File: config.mk
export PLATFORM = sky130hd
export DESIGN_NAME = drum_dot_acc
export DESIGN_NICKNAME = d
export VERILOG_FILES = /design/src/rtl/drum_pkg.sv /design/src/rtl/drum_sat_add.sv /design/src/rtl/drum_dot_acc.sv
export SDC_FILE = /design/constraint.sdc
export NUM_CORES = 1
export LEC_CHECK = 0
export ABC_AREA = 1
export CAP_MARGIN = 15
export CORE_MARGIN = 2
export CORE_UTILIZATION = 50
export CTS_BUF_LIST = sky130_fd_sc_hd__clkbuf_2 sky130_fd_sc_hd__clkbuf_4 sky130_fd_sc_hd__clkbuf_8
export DETAILED_ROUTE_END_ITERATION = 6
export PLACE_DENSITY = 0.73
export SYNTH_ARGS = -nofsm -noshare
export SYNTH_HDL_FRONTEND = slang
export SYNTH_SLANG_ARGS = --single-unit
File: constraint.sdc
create_clock -name clk -period 3.8 [get_ports clk]
set_input_delay 0.57 -clock clk [delete_from_list [all_inputs] [get_ports clk]]
set_output_delay 0.57 -clock clk [all_outputs]
set_load 0.005 [all_outputs]
File: src/rtl/drum_pkg.sv
`default_nettype none
// ============================================================================
//  Module   : drum_pkg
//  Purpose  : Shared constants and types for the DRUM multiplier back-end.
//             This file sets the multiplier operand geometry and the default
//             accumulator sizing. It also holds the burst-state encoding used
//             by drum_dot_acc.
//  Ports    : none (package)
//  Revision : 1.0 - initial release
// ============================================================================
package drum_pkg;

  // DRUM multiplier geometry: k-bit truncated core, m x n operand widths.
  localparam int K_IN   = 4;
  localparam int M_IN   = 16;
  localparam int N_IN   = 16;
  localparam int PROD_W = M_IN + N_IN;

  // Default accumulator sizing for the dot-product back-end.
  localparam int DEF_ACC_W = 40;
  localparam int DEF_CNT_W = 8;

  // Burst tracking: IDLE means no partial burst is open.
  typedef enum logic [0:0] {
    ST_IDLE = 1'b0,
    ST_ACC  = 1'b1
  } acc_state_t;

endpackage : drum_pkg
`default_nettype wire

File: src/rtl/drum_sat_add.sv
`default_nettype none
// ============================================================================
//  Module   : drum_sat_add
//  Purpose  : Combinational unsigned saturating adder. The sum is formed one
//             bit wider than the operands. A carry out of the top bit clamps
//             the result to all ones and raises the overflow flag.
//  Ports    : i_a    [W-1:0]  operand A (unsigned)
//             i_b    [W-1:0]  operand B (unsigned)
//             o_sum  [W-1:0]  clamped sum
//             o_ovf           1 when the true sum exceeded 2^W-1
//  Revision : 1.0 - initial release
// ============================================================================
module drum_sat_add #(
  parameter int W = 40
) (
  input  logic [W-1:0] i_a,
  input  logic [W-1:0] i_b,
  output logic [W-1:0] o_sum,
  output logic         o_ovf
);

  logic [W:0] w_full;

  assign w_full = {1'b0, i_a} + {1'b0, i_b};
  assign o_ovf  = w_full[W];
  assign o_sum  = w_full[W] ? {W{1'b1}} : w_full[W-1:0];

endmodule : drum_sat_add
`default_nettype wire

File: src/rtl/drum_dot_acc.sv
`default_nettype none
// ============================================================================
//  Module   : drum_dot_acc
//  Purpose  : Streaming dot-product accumulator placed behind the DRUM
//             multiplier. It sums the unsigned products of a burst that ends
//             with a last flag. The result is emitted through a one-entry
//             valid/ready output register, together with the beat count and a
//             saturation flag.
//  Ports    : clk        rising-edge clock
//             rst        asynchronous active-high reset
//             in_valid   product beat valid
//             in_ready   block can accept a beat this cycle
//             in_prod    [PROD_W-1:0] unsigned product
//             in_last    final beat of current burst
//             out_valid  result register holds a result
//             out_ready  consumer takes result this cycle
//             out_sum    [ACC_W-1:0] accumulated sum (saturating)
//             out_cnt    [CNT_W-1:0] beats in burst (saturating)
//             out_sat    sum was clipped during the burst
//  Revision : 1.0 - initial release
// ============================================================================
module drum_dot_acc #(
  parameter int PROD_W = drum_pkg::PROD_W,
  parameter int ACC_W  = drum_pkg::DEF_ACC_W,
  parameter int CNT_W  = drum_pkg::DEF_CNT_W
) (
  input  logic              clk,
  input  logic              rst,
  input  logic              in_valid,
  output logic              in_ready,
  input  logic [PROD_W-1:0] in_prod,
  input  logic              in_last,
  output logic              out_valid,
  input  logic              out_ready,
  output logic [ACC_W-1:0]  out_sum,
  output logic [CNT_W-1:0]  out_cnt,
  output logic              out_sat
);

  import drum_pkg::*;

  // Running burst state
  acc_state_t       r_state;
  logic [ACC_W-1:0] r_acc;
  logic [CNT_W-1:0] r_cnt;
  logic             r_sat;

  // Output register
  logic             r_out_valid;
  logic [ACC_W-1:0] r_out_sum;
  logic [CNT_W-1:0] r_out_cnt;
  logic             r_out_sat;

  logic             w_in_ready;
  logic             w_accept;
  logic [ACC_W-1:0] w_prod_ext;
  logic [ACC_W-1:0] w_acc_base;
  logic [ACC_W-1:0] w_sum;
  logic             w_ovf;
  logic [CNT_W-1:0] w_cnt_next;

  // The output register is free when it is empty or is being drained this
  // cycle. This is the only combinational path from an input to an output.
  assign w_in_ready = !r_out_valid || out_ready;
  assign w_accept   = in_valid && w_in_ready;

  // Zero-extend the product to the accumulator width. A zero-width pad is
  // not legal, so the equal-width case is handled separately.
  generate
    if (ACC_W > PROD_W) begin : g_ext_pad
      assign w_prod_ext = {{(ACC_W - PROD_W){1'b0}}, in_prod};
    end else begin : g_ext_none
      assign w_prod_ext = in_prod[ACC_W-1:0];
    end
  endgenerate

  // A new burst always starts from zero. In IDLE r_acc is already zero, but
  // keying on the state keeps a stray value from ever leaking into a burst.
  assign w_acc_base = (r_state == ST_IDLE) ? '0 : r_acc;

  // The beat counter sticks at its maximum value instead of wrapping.
  assign w_cnt_next = (r_cnt == {CNT_W{1'b1}}) ? r_cnt : r_cnt + 1'b1;

  drum_sat_add #(
    .W (ACC_W)
  ) u_sat_add (
    .i_a   (w_acc_base),
    .i_b   (w_prod_ext),
    .o_sum (w_sum),
    .o_ovf (w_ovf)
  );

  always_ff @(posedge clk or posedge rst) begin
    if (rst) begin
      r_state     <= ST_IDLE;
      r_acc       <= '0;
      r_cnt       <= '0;
      r_sat       <= 1'b0;
      r_out_valid <= 1'b0;
      r_out_sum   <= '0;
      r_out_cnt   <= '0;
      r_out_sat   <= 1'b0;
    end else begin
      if (w_accept) begin
        if (in_last) begin
          r_out_sum <= w_sum;
          r_out_cnt <= w_cnt_next;
          r_out_sat <= r_sat | w_ovf;
          r_acc     <= '0;
          r_cnt     <= '0;
          r_sat     <= 1'b0;
          r_state   <= ST_IDLE;
        end else begin
          r_acc     <= w_sum;
          r_cnt     <= w_cnt_next;
          r_sat     <= r_sat | w_ovf;
          r_state   <= ST_ACC;
        end
      end

      // A last beat accepted in the same cycle as a drain reloads the
      // register, so back-to-back results leave no bubble.
      if (w_accept && in_last) begin
        r_out_valid <= 1'b1;
      end else if (out_ready) begin
        r_out_valid <= 1'b0;
      end
    end
  end

  assign in_ready  = w_in_ready;
  assign out_valid = r_out_valid;
  assign out_sum   = r_out_sum;
  assign out_cnt   = r_out_cnt;
  assign out_sat   = r_out_sat;

endmodule : drum_dot_acc
`default_nettype wire

# After elaboration in Yosys (flattened, before gate mapping)
# Index checks and enable logic that the tools add are counted.
# totals
reg_bits	100
latch_bits	0
mem_bits_rw	0
rom_bits	0
output_inout_bits	51
elab_cells	27
mem_count	0
# op_classes
add_sub_neg	2
multipliers	0
div_mod_pow	0
n_lt_le_gt_ge	0
eq_ne	1
shift	0
n_mux	9
n_bitwise	1
reduce_logical	6
# ops
op	count
two-way mux 40 bit	3
adder 40 x 32 -> 41 bit	1
two-way mux 8 bit	2
adder 8 x 1 -> 8 bit, second input constant	1
== test 8 bit, second input constant	1
two-way mux 1 bit	4
logical AND 1 bit	2
AND reduction 2 bit	1
nonzero test 2 bit	1
zero test 1 bit	1
logical OR 1 bit	1
OR 1 bit	1

# Depth between registers and ports, before layout
# Gate-level depths: netlist (run 1).
# logic_depth
ltp_word	5
mapped_depth	19
ltp_nobuf	17

# Hierarchy
# From an unflattened synthesis (run 1), not the netlist that was laid out.
# unflattened
cells_unflattened	1179
area_unflattened_um2	7628.6
# modules_own_cells
module	n_inst	cells_each	area_per_inst_um2	seq_area_each_um2
drum_dot_acc	1	512	4390.5	2502.4
drum_sat_add	1	667	3238.1	0.0

# Worst setup path after synthesis (run 1)
# No wires, ideal clock.
# synth_timing
path_kind	register -> register
start	register r_state
end	register r_out_sum[19] (netlist: out_sum[19])
setup_ns	0.117
arrival_time_ns	2.540
required_ns	3.683
setup_slack_ns	1.144
path_stages_with_launch	20
path_cell_list	dfrtp_1 > buf_4 > clkbuf_1 > nand2_1 > inv_1 > ha_1 > fa_1 > nand3_1 > nand3_2 > nand2_1 > nand2_2 > nand2_1 > nand2_2 > nand3_2 > nand2_2 > nand2_4 > buf_6 > nand3_2 > nand2_1 > nand2_1
# synth_via
elab_chain_cells	3
# synth_rtl
element	line_no	text
from (decl)	drum_dot_acc.sv:43	acc_state_t r_state;
from (signal assigned)	drum_dot_acc.sv:95	r_state <= ST_IDLE;
from (signal assigned)	drum_dot_acc.sv:112	r_state <= ST_IDLE;
from (signal assigned)	drum_dot_acc.sv:117	r_state <= ST_ACC;
two-way mux 40 bit	drum_dot_acc.sv:79	assign w_acc_base = (r_state == ST_IDLE) ? '0 : r_acc;
adder 40 x 32 -> 41 bit	drum_sat_add.sv:24	assign w_full = {1'b0, i_a} + {1'b0, i_b};
two-way mux 40 bit	drum_sat_add.sv:26	assign o_sum = w_full[W] ? {W{1'b1}} : w_full[W-1:0];
to (signal assigned)	drum_dot_acc.sv:106	r_out_sum <= w_sum;
to (decl)	drum_dot_acc.sv:50	logic [ACC_W-1:0] r_out_sum;
# Every way passes these cells.
# A chain may end at the register's enable or synchronous reset.

# Worst setup path after layout (run 1)
# layout_timing
start	register r_state
end	register r_out_sum[27] (netlist: out_sum[27])
# The elaborated chain is that of the path after synthesis.

==> results of run 1 <==
[final cells by class]
type	count	share of cell area, %
clock buffer	9	1.445
multi-input combinational	853	45.85
inverter	196	8.613
tap	184	2.686
timing repair buffer	97	11.33
sequential	100	29.20
clock inverter	7	0.8759
[how the worst min path moves through the flow]
stage                           start          end  slack (ns)  depth (start not counted)
after floorplan              r_acc[2]     r_acc[2]        0.45                          2
after global placement      r_acc[33]    r_acc[33]        0.46                          2
after detailed placement   out_sum[2]   out_sum[2]        0.46                          2
after CTS                 out_sum[17]  out_sum[17]        0.49                          2
after global routing      out_sum[17]  out_sum[17]        0.51                          2
final                      out_sum[6]   out_sum[6]        0.49                          2
[layer usage]
layer | vias up | wire length (microns)
met2 | 164 | 10210
met4 | 0 | 605
met1 | 3232 | 9390
met3 | 34 | 760
li1 | 3691 | -
met5 | - | 0
[power groups by stage]
stage | registers (mW) | logic, mW | clock network (mW)
finish | 1.33 | 1.11 | 0.688
CTS | 1.33 | 1.12 | 0.706
global placement | 1.35 | 1.11 | 0
floorplan | 1.33 | 0.651 | 0
detailed placement | 1.35 | 1.11 | 0
global route | 1.35 | 1.24 | 0.742
[state kept, by name, indices dropped and copies added (netlist names)]
| name | flops |
|---|---|
| out_sum | 40 |
| r_acc | 40 |
| out_cnt | 8 |
| r_cnt | 8 |
| out_sat | 1 |
| out_valid | 1 |
| r_sat | 1 |
| r_state | 1 |
[stage by stage]
step	hold WS [ns]	setup WS, ns	instance area (sq um)
floorplan	0.4487	0.6112	7296
global placement	0.4622	0.6900	8372
detailed placement	0.4639	0.6197	8372
CTS	0.4910	0.6589	8571
global route	0.5098	0.3928	8571
finish	0.4861	0.6462	8571
[cell families after synthesis]
| kind of cell | after synthesis | synth area share [%] |
|---|---|---|
| AND/OR/NAND/NOR | 746 | 41.55 |
| buffers and inverters | 221 | 11.87 |
| flip-flops | 100 | 34.30 |
| XOR/XNOR | 22 | 2.641 |
| adder cells (fa/ha/maj) | 34 | 5.934 |
| AO/OA/AOI/OAI | 51 | 3.704 |
[worst max-delay path, stage by stage, from the launching register on]
cell	delay, ns
dfrtp_1	0.82
buf_4	0.35
nand2_1	0.14
inv_1	0.08
ha_1	0.29
nand2_1	0.12
inv_1	0.06
nand2_1	0.12
nor2_1	0.08
a21oi_1	0.23
nand2_2	0.13
nand2_4	0.17
buf_4	0.20
nand3_1	0.10
nand2_1	0.08
nand2_1	0.05
[cell usage in the layout, fill, tap and decap left out, drive strengths merged, types with 3 or more instances in the layout]
| master | instances |
|---|---|
| o21ai | 18 |
| nand2 | 585 |
| buf | 10 |
| o22ai | 4 |
| clkdlybuf4s50 | 87 |
| o21bai | 3 |
| xor2 | 19 |
| xnor2 | 3 |
| clkbuf | 9 |
| nor2 | 79 |
| inv | 200 |
| nand4 | 6 |
| dfrtp | 100 |
| a21oi | 25 |
| ha | 33 |
| nor3 | 11 |
| nand3 | 61 |
==> impl_metrics.env, run 1 <==
export IMPL_outcome="complete, no violations"
export IMPL_multi_input_area_sq_um=3930
export IMPL_netSwitchingPower_mw=1.171
export IMPL_r2r_start="r_state"
export IMPL_path_max_fanout=19
export IMPL_drtAntennaViolNets=0
export IMPL_portBuffers=87
export IMPL_antenna_found_initial=0
export IMPL_gp_congestion=0.9824
export IMPL_setup_viol=0
export IMPL_ys_flop_type="dfrtp_1"
export IMPL_post_route_util_pct=59.65
export IMPL_seq_area_frac_synth_pct=34.30
export IMPL_firstDrtPassIters=5
export IMPL_hold_viol_final=0
export IMPL_use_met3_pct=3.222
export IMPL_max_cap_violations=0
export IMPL_ys_warn_count=0
export IMPL_dieArea_sq_um=15570
export IMPL_p_comb_share_pct=35.5
export IMPL_drtIter0Drc=412
export IMPL_syn_nets=1245
export IMPL_synth_seq_cells=100
export IMPL_dp_hpwl_mm=16.87
export IMPL_clk_latency_ns=0.39
export IMPL_report_final_slew_viol_count=0
export IMPL_grt_busiest_layer="met2"
export IMPL_cts_resized=0
export IMPL_crit_start="r_state"
export IMPL_syn_area_sq_um=7296
export IMPL_final_cells=1446
export IMPL_r2r_end="out_sum[27]"
export IMPL_vdd_drop_max_mv=0.2571
export IMPL_cts_tree="yes"
export IMPL_relSlewSlack_pct=52.33
export IMPL_cts_max_level=3
export IMPL_wire_per_inst_microns=14.50
export IMPL_vias=7121
export IMPL_endpoint="out_sum[27]"
export IMPL_r2r_slack_ns=0.65
export IMPL_gr_total_overflow=0
export IMPL_cp_end_kind="flop"
export IMPL_finalCritPeriodShare_pct=82.99
export IMPL_skew_ns=0.02345
export IMPL_cts_sinks=100
export IMPL_numCtsBuffers=9
export IMPL_rows=44
export IMPL_critPathKind="flop to flop"
export IMPL_p_leak_nw=5.153
export IMPL_finalSetupTns_ns=0
export IMPL_met1_usage_pct=35.54
export IMPL_clkTransAtPathRegs_ns=0.12
export IMPL_worst_ep_required_time_ns=4.08
export IMPL_yosysTopAreaCellShare_pct=34.30
export IMPL_wirelength_mm=20.96
export IMPL_die_w_microns=124.8
export IMPL_post_cts_setup_buffer_count=0
export IMPL_yosysMostFrequentCell="nand2_1"
export IMPL_power_density_nw_per_um2=365.2
export IMPL_io_pins=88
export IMPL_grt_use_met2_pct=47.61
export IMPL_grt_pass1_vias=6901
export IMPL_syn_to_final_growth_pct=17.48
export IMPL_seq_area_sq_um=2502
export IMPL_grt_first_pass_wirelength_mm=34.19
export IMPL_hold_buffers=0
export IMPL_drc=0
export IMPL_dp_cells=1430
export IMPL_grt_max_degree=55
export IMPL_rsz0062_at_grt="false"
export IMPL_swShare_pct=37.40
export IMPL_arrival_ns=3.43
export IMPL_cts_buffer_depth=2
export IMPL_total_power_mw=3.130
export IMPL_synth_top_cells_by_count="570 x nand2_1, 195 x inv_1, 100 x dfrtp_1"
export IMPL_synth_edf_count=0
export IMPL_antenna_cells=0
export IMPL_cts_root_buf="clkbuf_8"
export IMPL_synth_area_per_cell_sq_um=6.214
export IMPL_worstSetupStartpointType="flop"
export IMPL_n_fill_cell=1462
export IMPL_nets=1328
export IMPL_ys_types=29
export IMPL_via_per_inst=4.925
export IMPL_period_needed_ns=3.154
export IMPL_synth_area_leaders="dfrtp_1 34%, nand2_1 29%, inv_1 10%"
export IMPL_worstRegToRegCells=15
export IMPL_initial_core_util_pct=50.77
export IMPL_ys_async_sr_fraction_pct=100.0
export IMPL_yosysTopAreaCell="dfrtp_1"
export IMPL_grtUsageTotal_pct=27.46
export IMPL_drive_above_1_share_pct=4.596
export IMPL_worst_pin_slew_ns=0.7151
export IMPL_clockPowerShare_pct=22.0
export IMPL_p_int_mw=1.960
export IMPL_syn_inst=1174
export IMPL_design_core_area_sq_um=14370
export IMPL_hold_path_class="flop to flop"
export IMPL_p_seq_share_pct=42.6
export IMPL_max_freq_mhz=317.1
export IMPL_die_h_microns=124.8
No activity file was read; power rests on OpenSTA's default activity.
==> inputs of run 2 (changes only) <==
--- a/config.mk
+++ b/config.mk
@@ -11,7 +11,7 @@
 export CORE_UTILIZATION = 50
 export CTS_BUF_LIST = sky130_fd_sc_hd__clkbuf_2 sky130_fd_sc_hd__clkbuf_4 sky130_fd_sc_hd__clkbuf_8
 export DETAILED_ROUTE_END_ITERATION = 6
-export PLACE_DENSITY = 0.73
+export PLACE_DENSITY = 0.76
 export SYNTH_ARGS = -nofsm -noshare
 export SYNTH_HDL_FRONTEND = slang
 export SYNTH_SLANG_ARGS = --single-unit
==> constraint.sdc (replaced) <==
create_clock -name clk -period 2.76 [get_ports clk]
set_input_delay 0.414 -clock clk [delete_from_list [all_inputs] [get_ports clk]]
set_output_delay 0.414 -clock clk [all_outputs]
set_load 0.005 [all_outputs]
==> impl_metrics.env, run 2 (synthesized netlist as in run 1, its figures left out) <==
export IMPL_initial_core_util_pct=50.77
export IMPL_power_density_nw_per_um2=487.8
export IMPL_grt_use_met2_pct=48.09
export IMPL_vias=7350
export IMPL_hold_path_class="input port to async pin"
export IMPL_worstSetupStartpointType="flop"
export IMPL_firstDrtPassIters=5
export IMPL_drtIter0Drc=475
export IMPL_wirelength_mm=21.53
export IMPL_gp_congestion=1.039
export IMPL_post_route_util_pct=62.52
export IMPL_final_cells=1476
export IMPL_via_per_inst=4.980
export IMPL_path_max_fanout=34
export IMPL_max_cap_violations=0
export IMPL_cts_tree="yes"
export IMPL_crit_path_frequent_cell="nand2_1"
export IMPL_portBuffers=87
export IMPL_wire_per_inst_microns=14.58
export IMPL_dp_hpwl_mm=16.89
export IMPL_worst_ep_required_time_ns=3.04
export IMPL_dieArea_sq_um=15570
export IMPL_numCtsBuffers=9
export IMPL_skew_ns=0.01441
export IMPL_grt_first_pass_wirelength_mm=35.17
export IMPL_cts_buffer_depth=2
export IMPL_cts_sinks=100
export IMPL_drive_above_1_share_pct=9.056
export IMPL_report_final_slew_viol_count=0
export IMPL_design_core_area_sq_um=14370
export IMPL_p_leak_nw=5.332
export IMPL_relSlewSlack_pct=63.65
export IMPL_hold_buffers=0
export IMPL_gr_total_overflow=0
export IMPL_max_freq_mhz=380.3
export IMPL_io_pins=88
export IMPL_clk_latency_ns=0.39
export IMPL_dp_cells=1455
export IMPL_drtAntennaViolNets=0
export IMPL_syn_to_final_growth_pct=23.14
export IMPL_grtUsageTotal_pct=28.24
export IMPL_met1_usage_pct=35.38
export IMPL_setup_viol=0
export IMPL_critPathKind="flop to flop"
export IMPL_rows=44
export IMPL_layout_commonest_cell="nand2_1"
export IMPL_die_h_microns=124.8
export IMPL_nets=1358
export IMPL_place_worst_setup_slack_ns=-0.09896
export IMPL_slowest_stage="dfrtp_1"
export IMPL_n_fill_cell=1396
export IMPL_arrival_ns=2.91
export IMPL_finalSetupTns_ns=0
export IMPL_grt_busiest_layer="met2"
export IMPL_path_cells="buf_12 > nand2_1 > inv_1 > ha_1 > nand2_1 > inv_1 > nand2_1 > nand2_1 > a21oi_2 > nand2_2 > nand3_2 > nand2_2 > nand2_8 > buf_12 > nand3_1 > nand2_1 > nand2_1"
export IMPL_period_needed_ns=2.630
export IMPL_fin_ws_ns=0.1303
export IMPL_slowest_delay_ns=0.41
export IMPL_grt_max_degree=101
export IMPL_cts_max_level=3
export IMPL_cp_end_kind="flop"
export IMPL_vdd_drop_max_mv=0.2935
export IMPL_antenna_cells=0
export IMPL_drc=0
export IMPL_use_met3_pct=3.308
export IMPL_cts_root_buf="clkbuf_8"
export IMPL_hold_viol_final=0
export IMPL_cp_top_family="simple AND/OR/NAND/NOR gates"
export IMPL_final_cell_mix="563 x nand2_1, 194 x inv_1, 100 x dfrtp_1"
export IMPL_antenna_found_initial=0
export IMPL_grt_pass1_vias=7168
export IMPL_path_buf_inv=4
export IMPL_die_w_microns=124.8
export IMPL_rsz0062_at_grt="true"
export IMPL_clkTransAtPathRegs_ns=0.11
export IMPL_outcome="complete, no violations"
export IMPL_worst_pin_slew_ns=0.5452
export IMPL_finalCritPeriodShare_pct=95.28
[run 2: cell types whose count changed in the layout (fill, tap and decap cells not counted), sizes merged]
cell and delta:
clkinv +2, buf +28, inv -3, clkbuf +3
[run 2: path summary, 6_finish.rpt]
path | slack [ns] | to | depth (start not counted) | startpoint
worst max-delay path | 0.13 | r_acc[29] | 17 | r_state
worst min-delay path | 0.48 | r_cnt[1] | 3 | rst
worst max register to register | 0.13 | r_acc[29] | 17 | r_state
worst min register to register | 0.49 | out_sum[10] | 2 | out_sum[10]
max in group asynchronous | 1.83 | out_sum[16] | 3 | rst
min in group clk | 0.49 | out_sum[10] | 2 | out_sum[10]
[run 2: report_power, final]
part	switching (mW)	leakage (nW)	internal (mW)	total (mW)
sequential	0.135	1.31	1.69	1.82
clock	0.559	0.0979	0.357	0.916
combinational	0.923	3.93	0.719	1.64
[run 2: per-stage QoR]
stage,hold slack (ns),power (mW),area [sq um]
global placement,0.4628,3.432,8611
detailed placement,0.4641,3.451,8611
floorplan,0.4487,2.734,7300
global route,0.5070,4.690,8984
CTS,0.4908,4.373,8800
finish,0.4844,4.382,8984
[run 2: cell type report]
class                           instances  area (sq um)  share of cell area [%]
Clock inverter                          6         57.56                  0.6407
Multi-Input combinational cell        853          4041                   44.99
Clock buffer                           10         131.4                   1.462
Inverter                              196         739.5                   8.231
Tap cell                              184         230.2                   2.563
Sequential cell                       100          2502                   27.86
Timing Repair Buffer                  127          1281                   14.26
[run 2: repair_timing]
item	4_1_cts	5_1_grt
buffers inserted	0	3
setup endpoints to repair	0	78
gates resized for setup	0	33
[run 2: tightest hold or removal path: stages]
cell             delay, ns
clkdlybuf4s50_1       0.44
clkinvlp_4            0.09
buf_12                0.38
[run 2: routing by layer]
metal | vias up | wire [microns]
li1 | 3753 | -
met1 | 3359 | 9270
met2 | 184 | 10330
met3 | 54 | 845
met4 | 0 | 1078
met5 | - | 0
